--- config.mk ---
export PLATFORM = sky130hd
export DESIGN_NAME = ctrl_pipe
export DESIGN_NICKNAME = d
export VERILOG_FILES = /design/src/rtl/ctrl_pipe.sv
export SDC_FILE = /design/constraint.sdc
export NUM_CORES = 1
export LEC_CHECK = 0
export CORE_ASPECT_RATIO = 1.2
export CORE_MARGIN = 2
export CORE_UTILIZATION = 39
export CTS_CLUSTER_DIAMETER = 150
export CTS_CLUSTER_SIZE = 25
export DETAILED_ROUTE_END_ITERATION = 12
export GPL_ROUTABILITY_DRIVEN = 0
export GPL_TIMING_DRIVEN = 1
export PLACE_DENSITY = 0.84
export SKIP_CTS_REPAIR_TIMING = 1
export SYNTH_ARGS = -nofsm -noshare
export SYNTH_HDL_FRONTEND = slang
export SYNTH_SLANG_ARGS = --single-unit
--- constraint.sdc ---
create_clock -name clk -period 1.2 [get_ports clk]
set_input_delay 0.12 -clock clk [delete_from_list [all_inputs] [get_ports clk]]
set_output_delay 0.12 -clock clk [all_outputs]
set_load 0.01 [all_outputs]
--- src/rtl/ctrl_pipe.sv ---
// Generic control-bundle pipeline: STAGES registers of {valid, ctrl, rd, reg_write}
// with back-propagating stall, per-stage flush and a two-port in-flight hazard lookup.
module ctrl_pipe #(
    parameter int STAGES = 3,
    parameter int CTRL_W = 16,
    parameter int RD_W   = 5,
    parameter int IDX_W  = (STAGES > 1) ? $clog2(STAGES) : 1,
    parameter int OCC_W  = $clog2(STAGES + 1)
) (
    input  logic                     clk,
    input  logic                     rst,
    input  logic                     in_valid,
    input  logic [CTRL_W-1:0]        in_ctrl,
    input  logic [RD_W-1:0]          in_rd,
    input  logic                     in_reg_write,
    output logic                     in_ready,
    input  logic [STAGES-1:0]        stall,
    input  logic [STAGES-1:0]        flush,
    output logic [STAGES-1:0]        stage_valid,
    output logic [STAGES*CTRL_W-1:0] stage_ctrl,
    output logic [STAGES*RD_W-1:0]   stage_rd,
    output logic [STAGES-1:0]        stage_reg_write,
    input  logic [RD_W-1:0]          query_rs1,
    input  logic [RD_W-1:0]          query_rs2,
    output logic                     hit1,
    output logic                     hit2,
    output logic [IDX_W-1:0]         hit1_stage,
    output logic [IDX_W-1:0]         hit2_stage,
    output logic [OCC_W-1:0]         occupancy
);

    logic [STAGES-1:0]             valid_q, valid_d, rw_q, rw_d;
    logic [STAGES-1:0][CTRL_W-1:0] ctrl_q, ctrl_d;
    logic [STAGES-1:0][RD_W-1:0]   rd_q, rd_d;

    logic [STAGES-1:0]             hold, hold_prev;
    logic                          hold_acc;
    logic [STAGES-1:0]             src_valid, src_rw;
    logic [STAGES-1:0][CTRL_W-1:0] src_ctrl;
    logic [STAGES-1:0][RD_W-1:0]   src_rd;
    logic [CTRL_W-1:0]             in_ctrl_m;
    logic [RD_W-1:0]               in_rd_m;
    logic [OCC_W-1:0]              occ;

    // A stall anywhere freezes that stage and everything younger.
    always_comb begin
        hold     = '0;
        hold_acc = 1'b0;
        for (int i = STAGES - 1; i >= 0; i--) begin
            hold_acc = hold_acc | stall[i];
            hold[i]  = hold_acc;
        end
    end

    // Each stage's load source is the next-younger register; stage 0 takes decode.
    assign in_ctrl_m = in_valid ? in_ctrl : '0;
    assign in_rd_m   = in_valid ? in_rd : '0;
    assign hold_prev = STAGES'({hold, 1'b0});
    assign src_valid = STAGES'({valid_q, in_valid});
    assign src_rw    = STAGES'({rw_q, in_valid & in_reg_write});
    assign src_ctrl  = (STAGES*CTRL_W)'({ctrl_q, in_ctrl_m});
    assign src_rd    = (STAGES*RD_W)'({rd_q, in_rd_m});

    always_comb begin
        valid_d = valid_q;
        rw_d    = rw_q;
        ctrl_d  = ctrl_q;
        rd_d    = rd_q;
        for (int i = 0; i < STAGES; i++) begin
            if (flush[i] || (!hold[i] && hold_prev[i])) begin
                valid_d[i] = 1'b0;
                rw_d[i]    = 1'b0;
                ctrl_d[i]  = '0;
                rd_d[i]    = '0;
            end else if (!hold[i]) begin
                valid_d[i] = src_valid[i];
                rw_d[i]    = src_rw[i];
                ctrl_d[i]  = src_ctrl[i];
                rd_d[i]    = src_rd[i];
            end
        end
    end

    always_ff @(posedge clk) begin
        if (rst) begin
            valid_q <= '0;
            rw_q    <= '0;
            ctrl_q  <= '0;
            rd_q    <= '0;
        end else begin
            valid_q <= valid_d;
            rw_q    <= rw_d;
            ctrl_q  <= ctrl_d;
            rd_q    <= rd_d;
        end
    end

    // Scan oldest to youngest so the youngest match is the one left standing.
    always_comb begin
        hit1       = 1'b0;
        hit2       = 1'b0;
        hit1_stage = '0;
        hit2_stage = '0;
        for (int i = STAGES - 1; i >= 0; i--) begin
            if (valid_q[i] && rw_q[i] && (rd_q[i] == query_rs1) && (query_rs1 != '0)) begin
                hit1       = 1'b1;
                hit1_stage = IDX_W'(i);
            end
            if (valid_q[i] && rw_q[i] && (rd_q[i] == query_rs2) && (query_rs2 != '0)) begin
                hit2       = 1'b1;
                hit2_stage = IDX_W'(i);
            end
        end
    end

    always_comb begin
        occ = '0;
        for (int i = 0; i < STAGES; i++) begin
            occ = occ + OCC_W'(valid_q[i]);
        end
    end

    assign in_ready        = ~hold[0];
    assign stage_valid     = valid_q;
    assign stage_ctrl      = ctrl_q;
    assign stage_rd        = rd_q;
    assign stage_reg_write = valid_q & rw_q;
    assign occupancy       = occ;

endmodule

# Word-level counts from Yosys, hierarchy flattened
# Index checks and enable logic that the tools add are counted.
dict set report word_totals {
  output_inout_bits 78
  mem_bits_rw 0
  ff_bits 69
  inputBits 41
  latchBits 0
  n_memories 0
  mem_bits_ro 0
}
dict set report op_classes {
  n_lt_le_gt_ge 0
  eq_ne 6
  div_mod_pow 0
  n_mux 14
  bitwise_logic 5
  n_addsub 2
  shifts 0
  n_reduce_logical 26
  multipliers 0
}
# cell n
set op_table {}
lappend op_table {{$eq 5x5->1} 6}
lappend op_table {{$logic_and 1x1->1} 17}
lappend op_table {{$mux 16} 1}
lappend op_table {{$mux 2} 6}
lappend op_table {{$reduce_bool 5->1} 2}
lappend op_table {{$mux 1} 6}
lappend op_table {{$reduce_or 2->1} 3}
lappend op_table {{$mux 5} 1}
lappend op_table {{$and 3x3->3} 1}
lappend op_table {{$add 1x1->2} 1}
lappend op_table {{$add 2x1->2} 1}
lappend op_table {{$logic_not 1->1} 2}
lappend op_table {{$logic_or 1x1->1} 2}
lappend op_table {{$or 1x1->1} 2}
lappend op_table {{$and 1x1->1} 1}
lappend op_table {{$not 1->1} 1}

# Longest topological paths before layout
dict set report depth {
  word_depth 6
  ltp_mapped 7
  ltp_nobuf 4
}

# Least setup slack after synthesis
# No wires, ideal clock.
dict set report synth_timing {
  kind {reg-to-output}
  from {reg rd_q, in the netlist stage_rd[1]}
  to {out hit1_stage[1]}
  arrival_ns 1.230
  t_required_ns 1.080
  path_buffers 0
  path_slack_ns -0.150
  stages_incl_launch_ff 5
  path_cell_list {dfxtp_1 > inv_1 > o221a_2 > and4_1 > nor3b_1}
}
dict set report synth_via {
  elab_chain_cells 4
}
# element line
set synth_rtl {}
lappend synth_rtl {{start: declaration} 34} ;# logic [STAGES-1:0][RD_W-1:0] rd_q, rd_d;
lappend synth_rtl {{start signal: assignment} 94} ;# rd_q <= rd_d;
lappend synth_rtl {{$eq 5x5->1} 105} ;# if (valid_q[i] && rw_q[i] && (rd_q[i] == query_rs1) && (query_rs1 != '0)) begin
lappend synth_rtl {{$logic_and 1x1->1 (2 in a row)} 105}
lappend synth_rtl {{$mux 2} 105}
lappend synth_rtl {{end: declaration} 27} ;# output logic [IDX_W-1:0] hit1_stage,
# Every way passes these cells.

# Worst setup path after layout
dict set report layout_timing {
  from {reg rd_q, in the netlist stage_rd[10]}
  to {out hit1_stage[1]}
}
dict set report layout_via {
  elab_chain_cells 6
}
# element line
set layout_rtl {}
lappend layout_rtl {{$eq 5x5->1} 105}
lappend layout_rtl {{$logic_and 1x1->1 (2 in a row)} 105}
lappend layout_rtl {{$mux 2 (3 in a row)} 105}
# Every way passes these cells.

==> metrics.cfg <==
[outcome]
outcome=finished with violations
violations=negative setup slack

[die]
floorplan.die_area_um2=8273
initial_utilization=0.4052
fp.dieW_um=83.37
ioPinCount=119
fp-row-count=34
core_area_um2=7274
dieHeight_um=99.24

[power]
fin_total_pwr_mw=4.666
power_density_nw_per_um2=932.5
vdd.ir_drop.worst_uv=830.8
p_leak_nw=3.131

[setup_path]
critical_path.max_fanout=3
delay_of_the_slowest_cell_on_the_worst_path_ns=0.36
end_kind=output pin
cp-start-kind=flop
timing.critical_path.cells=xnor2_1 > o221a_2 > nand4_1 > nor3b_4 > dlymetal6s2s_1
worst_path_slowest_cell=sky130_fd_sc_hd__dfxtp_4
register_to_register_setup_slack_ns=0.33
worst_ep_arrival_time_ns=1.70
critical_path_class=flop to output pin
required_ns=1.08

[cells_and_area]
drive_gt1_frac=0.2303
n_fill_cell=557
syn2layout_area_growth_pct=69.74
final_net_count=545
post-route-util=0.6878
most-common-layout-cells=sky130_fd_sc_hd__nand2_1, sky130_fd_sc_hd__dlymetal6s2s_1, sky130_fd_sc_hd__dfxtp_1, sky130_fd_sc_hd__a21oi_1, sky130_fd_sc_hd__buf_4
antennaDiodeCount=0
finish.cell_count_without_fillers=598

[sta]
timing.fmax_mhz=549.7
hold_viol=0
finalWorstSetupSlack_ns=-0.6191
period_minus_slack_ns=1.819
max-slew-margin-rel=0.6949
rsz0062_at_grt=true
final_max_slew_viol_count=0
final_min_period_over_clock_period=1.516
timing_worst_slew_pin_value_ns=0.4576
final-setup-viol-count=8
finalClockSkew_ns=0.01333

[clock_tree]
cts_num_sinks=69
cts_tree=built
cts_buffers=9
htreeDepth=3
cts.root.buffer_cell=sky130_fd_sc_hd__clkbuf_8
clk_pin_slew_ns=0.08
clk-insertion-delay-late_ns=0.34
cts-root-to-sink-buffers=2

[logic_synthesis]
synthDominantCellAreaShare=0.4686
post-synth-top-area-cell=sky130_fd_sc_hd__dfxtp_1
postSynthNetCount=396
synth-seq-cells=69
share_of_synthesized_registers_carrying_an_async_set_or_reset=0
syn_area_um2=2948
synth.lib_cells_used.distinct=26
synth-edff-count=0
synth-warning-count=0
postSynthAreaPerCell_um2=8.327
synth_area_leaders=sky130_fd_sc_hd__dfxtp_1, sky130_fd_sc_hd__nand2_1, sky130_fd_sc_hd__a21oi_1
share_of_the_yosys_chip_area_belonging_to_registers=0.4686
syn-instance-count=354
ys_dominant_reg_cell=sky130_fd_sc_hd__dfxtp_1

[route]
route.detailed.wl_per_inst_um=16.75
drt_wl_total_um=10020
detail_route.vias_per_cell=5.266
ant_nets=0
pre_repair_dr_iteration_count=4
drtIter0Drc=137
detailroute.via_count=3149
post-route-drc-count=0

[global_routing]
global_route.usage.met3=0.04315
grt_first_pass_wirelength_um=14500
grtUsageMet1=0.2386
grt-busiest-layer=met2
pin_count_of_the_biggest_net_entering_global_routing=27
track_usage=0.2194
vias_in_the_first_global_route=3028
gr-usage-met2=0.4026
overflow=0
antenna_found_initial=0

[flow_run]
drv_cap=0

[place]
detailedPlacementHpwl_um=6819
dp.cells=579
place_ws_ns=-0.9795
buffer_ports.inserted=118

[worst_hold_path]
worst_hold_path_type=input port to flop

[critical path: cells and delay by family (launching register included)]
kind / cells / cell delay (ns)
and+or+nand+nor: 2 / 0.44
DFF: 1 / 0.36
AOI/OAI and AO/OA: 1 / 0.20
xor gates and xnor gates: 1 / 0.19
buffers and inverters: 1 / 0.18
[path summary, 6_finish.rpt]
| check | startpoint | end | cells past startpoint |
|---|---|---|---|
| max | stage_rd[10] | hit1_stage[1] | 5 |
| min | stall[0] | stage_ctrl[26] | 4 |
| max reg2reg | stage_valid[1] | stage_valid[2] | 4 |
| min reg2reg | stage_ctrl[5] | stage_ctrl[21] | 2 |
[flip-flops by register name, indices dropped and copies added, names as in the netlist]
register	cells
stage_rd	15
stage_valid	3
stage_ctrl	48
rw_q	3
[power breakdown]
group	leakage, nW	switching [mW]	internal (mW)
clock network	0.109	0.873	1.06
logic	2.45	0.225	0.228
registers	0.568	0.00732	2.28
total	3.13	1.11	3.56
[per-stage QoR]
stage	hold WS (ns)	cell area (um^2)	setup TNS (ns)
after global routing	0.3456	5004	-4.974
after floorplan	0.2615	3005	-0.01020
after detailed placement	0.4663	4532	-24.68
after global placement	0.4543	4532	-22.16
after CTS	0.3363	4746	-24.74
final	0.3301	5004	-4.349
[cell families (layout without fill, tap and decap cells)]
logic type	Yosys count	after routing	synth area share
AND/OR/NAND/NOR	148	148	0.2152
buffers and inverters	35	189	0.05602
AO/OA/AOI/OAI	56	56	0.1099
multiplexers	23	23	0.07810
adder cells (fa/ha/maj)	1	1	0.006791
XOR/XNOR	22	22	0.06537
flip-flops	69	69	0.4686
[synth_stat cells (2+ instances only)]
cell type	number
sky130_fd_sc_hd__buf_6	3
sky130_fd_sc_hd__or2_2	2
sky130_fd_sc_hd__nand4_1	6
sky130_fd_sc_hd__inv_1	12
sky130_fd_sc_hd__buf_1	2
sky130_fd_sc_hd__clkbuf_1	12
sky130_fd_sc_hd__nor4_1	3
sky130_fd_sc_hd__dfxtp_1	69
sky130_fd_sc_hd__nor3b_1	2
sky130_fd_sc_hd__a21oi_1	46
sky130_fd_sc_hd__nor2_1	32
sky130_fd_sc_hd__a221oi_1	4
sky130_fd_sc_hd__buf_2	5
sky130_fd_sc_hd__xor2_1	15
sky130_fd_sc_hd__and4_1	2
sky130_fd_sc_hd__o221a_2	4
sky130_fd_sc_hd__xnor2_1	7
sky130_fd_sc_hd__nand3_1	24
sky130_fd_sc_hd__mux2i_1	23
sky130_fd_sc_hd__nand2_1	75
[routing by layer]
metal	share of wire	wire length (um)
met4	0.033	329
met3	0.047	473
met1	0.38	3831
met2	0.54	5383
met5	0	0
[final cells by class]
class / count / area [um^2] / share of cell area
clock inverters: 4 / 26.28 / 0.005251
well taps: 90 / 112.6 / 0.02251
clock buffers: 12 / 187.7 / 0.03751
multi-input cells: 250 / 1484 / 0.2966
inverters: 13 / 56.30 / 0.01125
repair buffers: 160 / 1712 / 0.3421
flip-flops and latches: 69 / 1425 / 0.2848
Power figures use the tool's default switching activity.
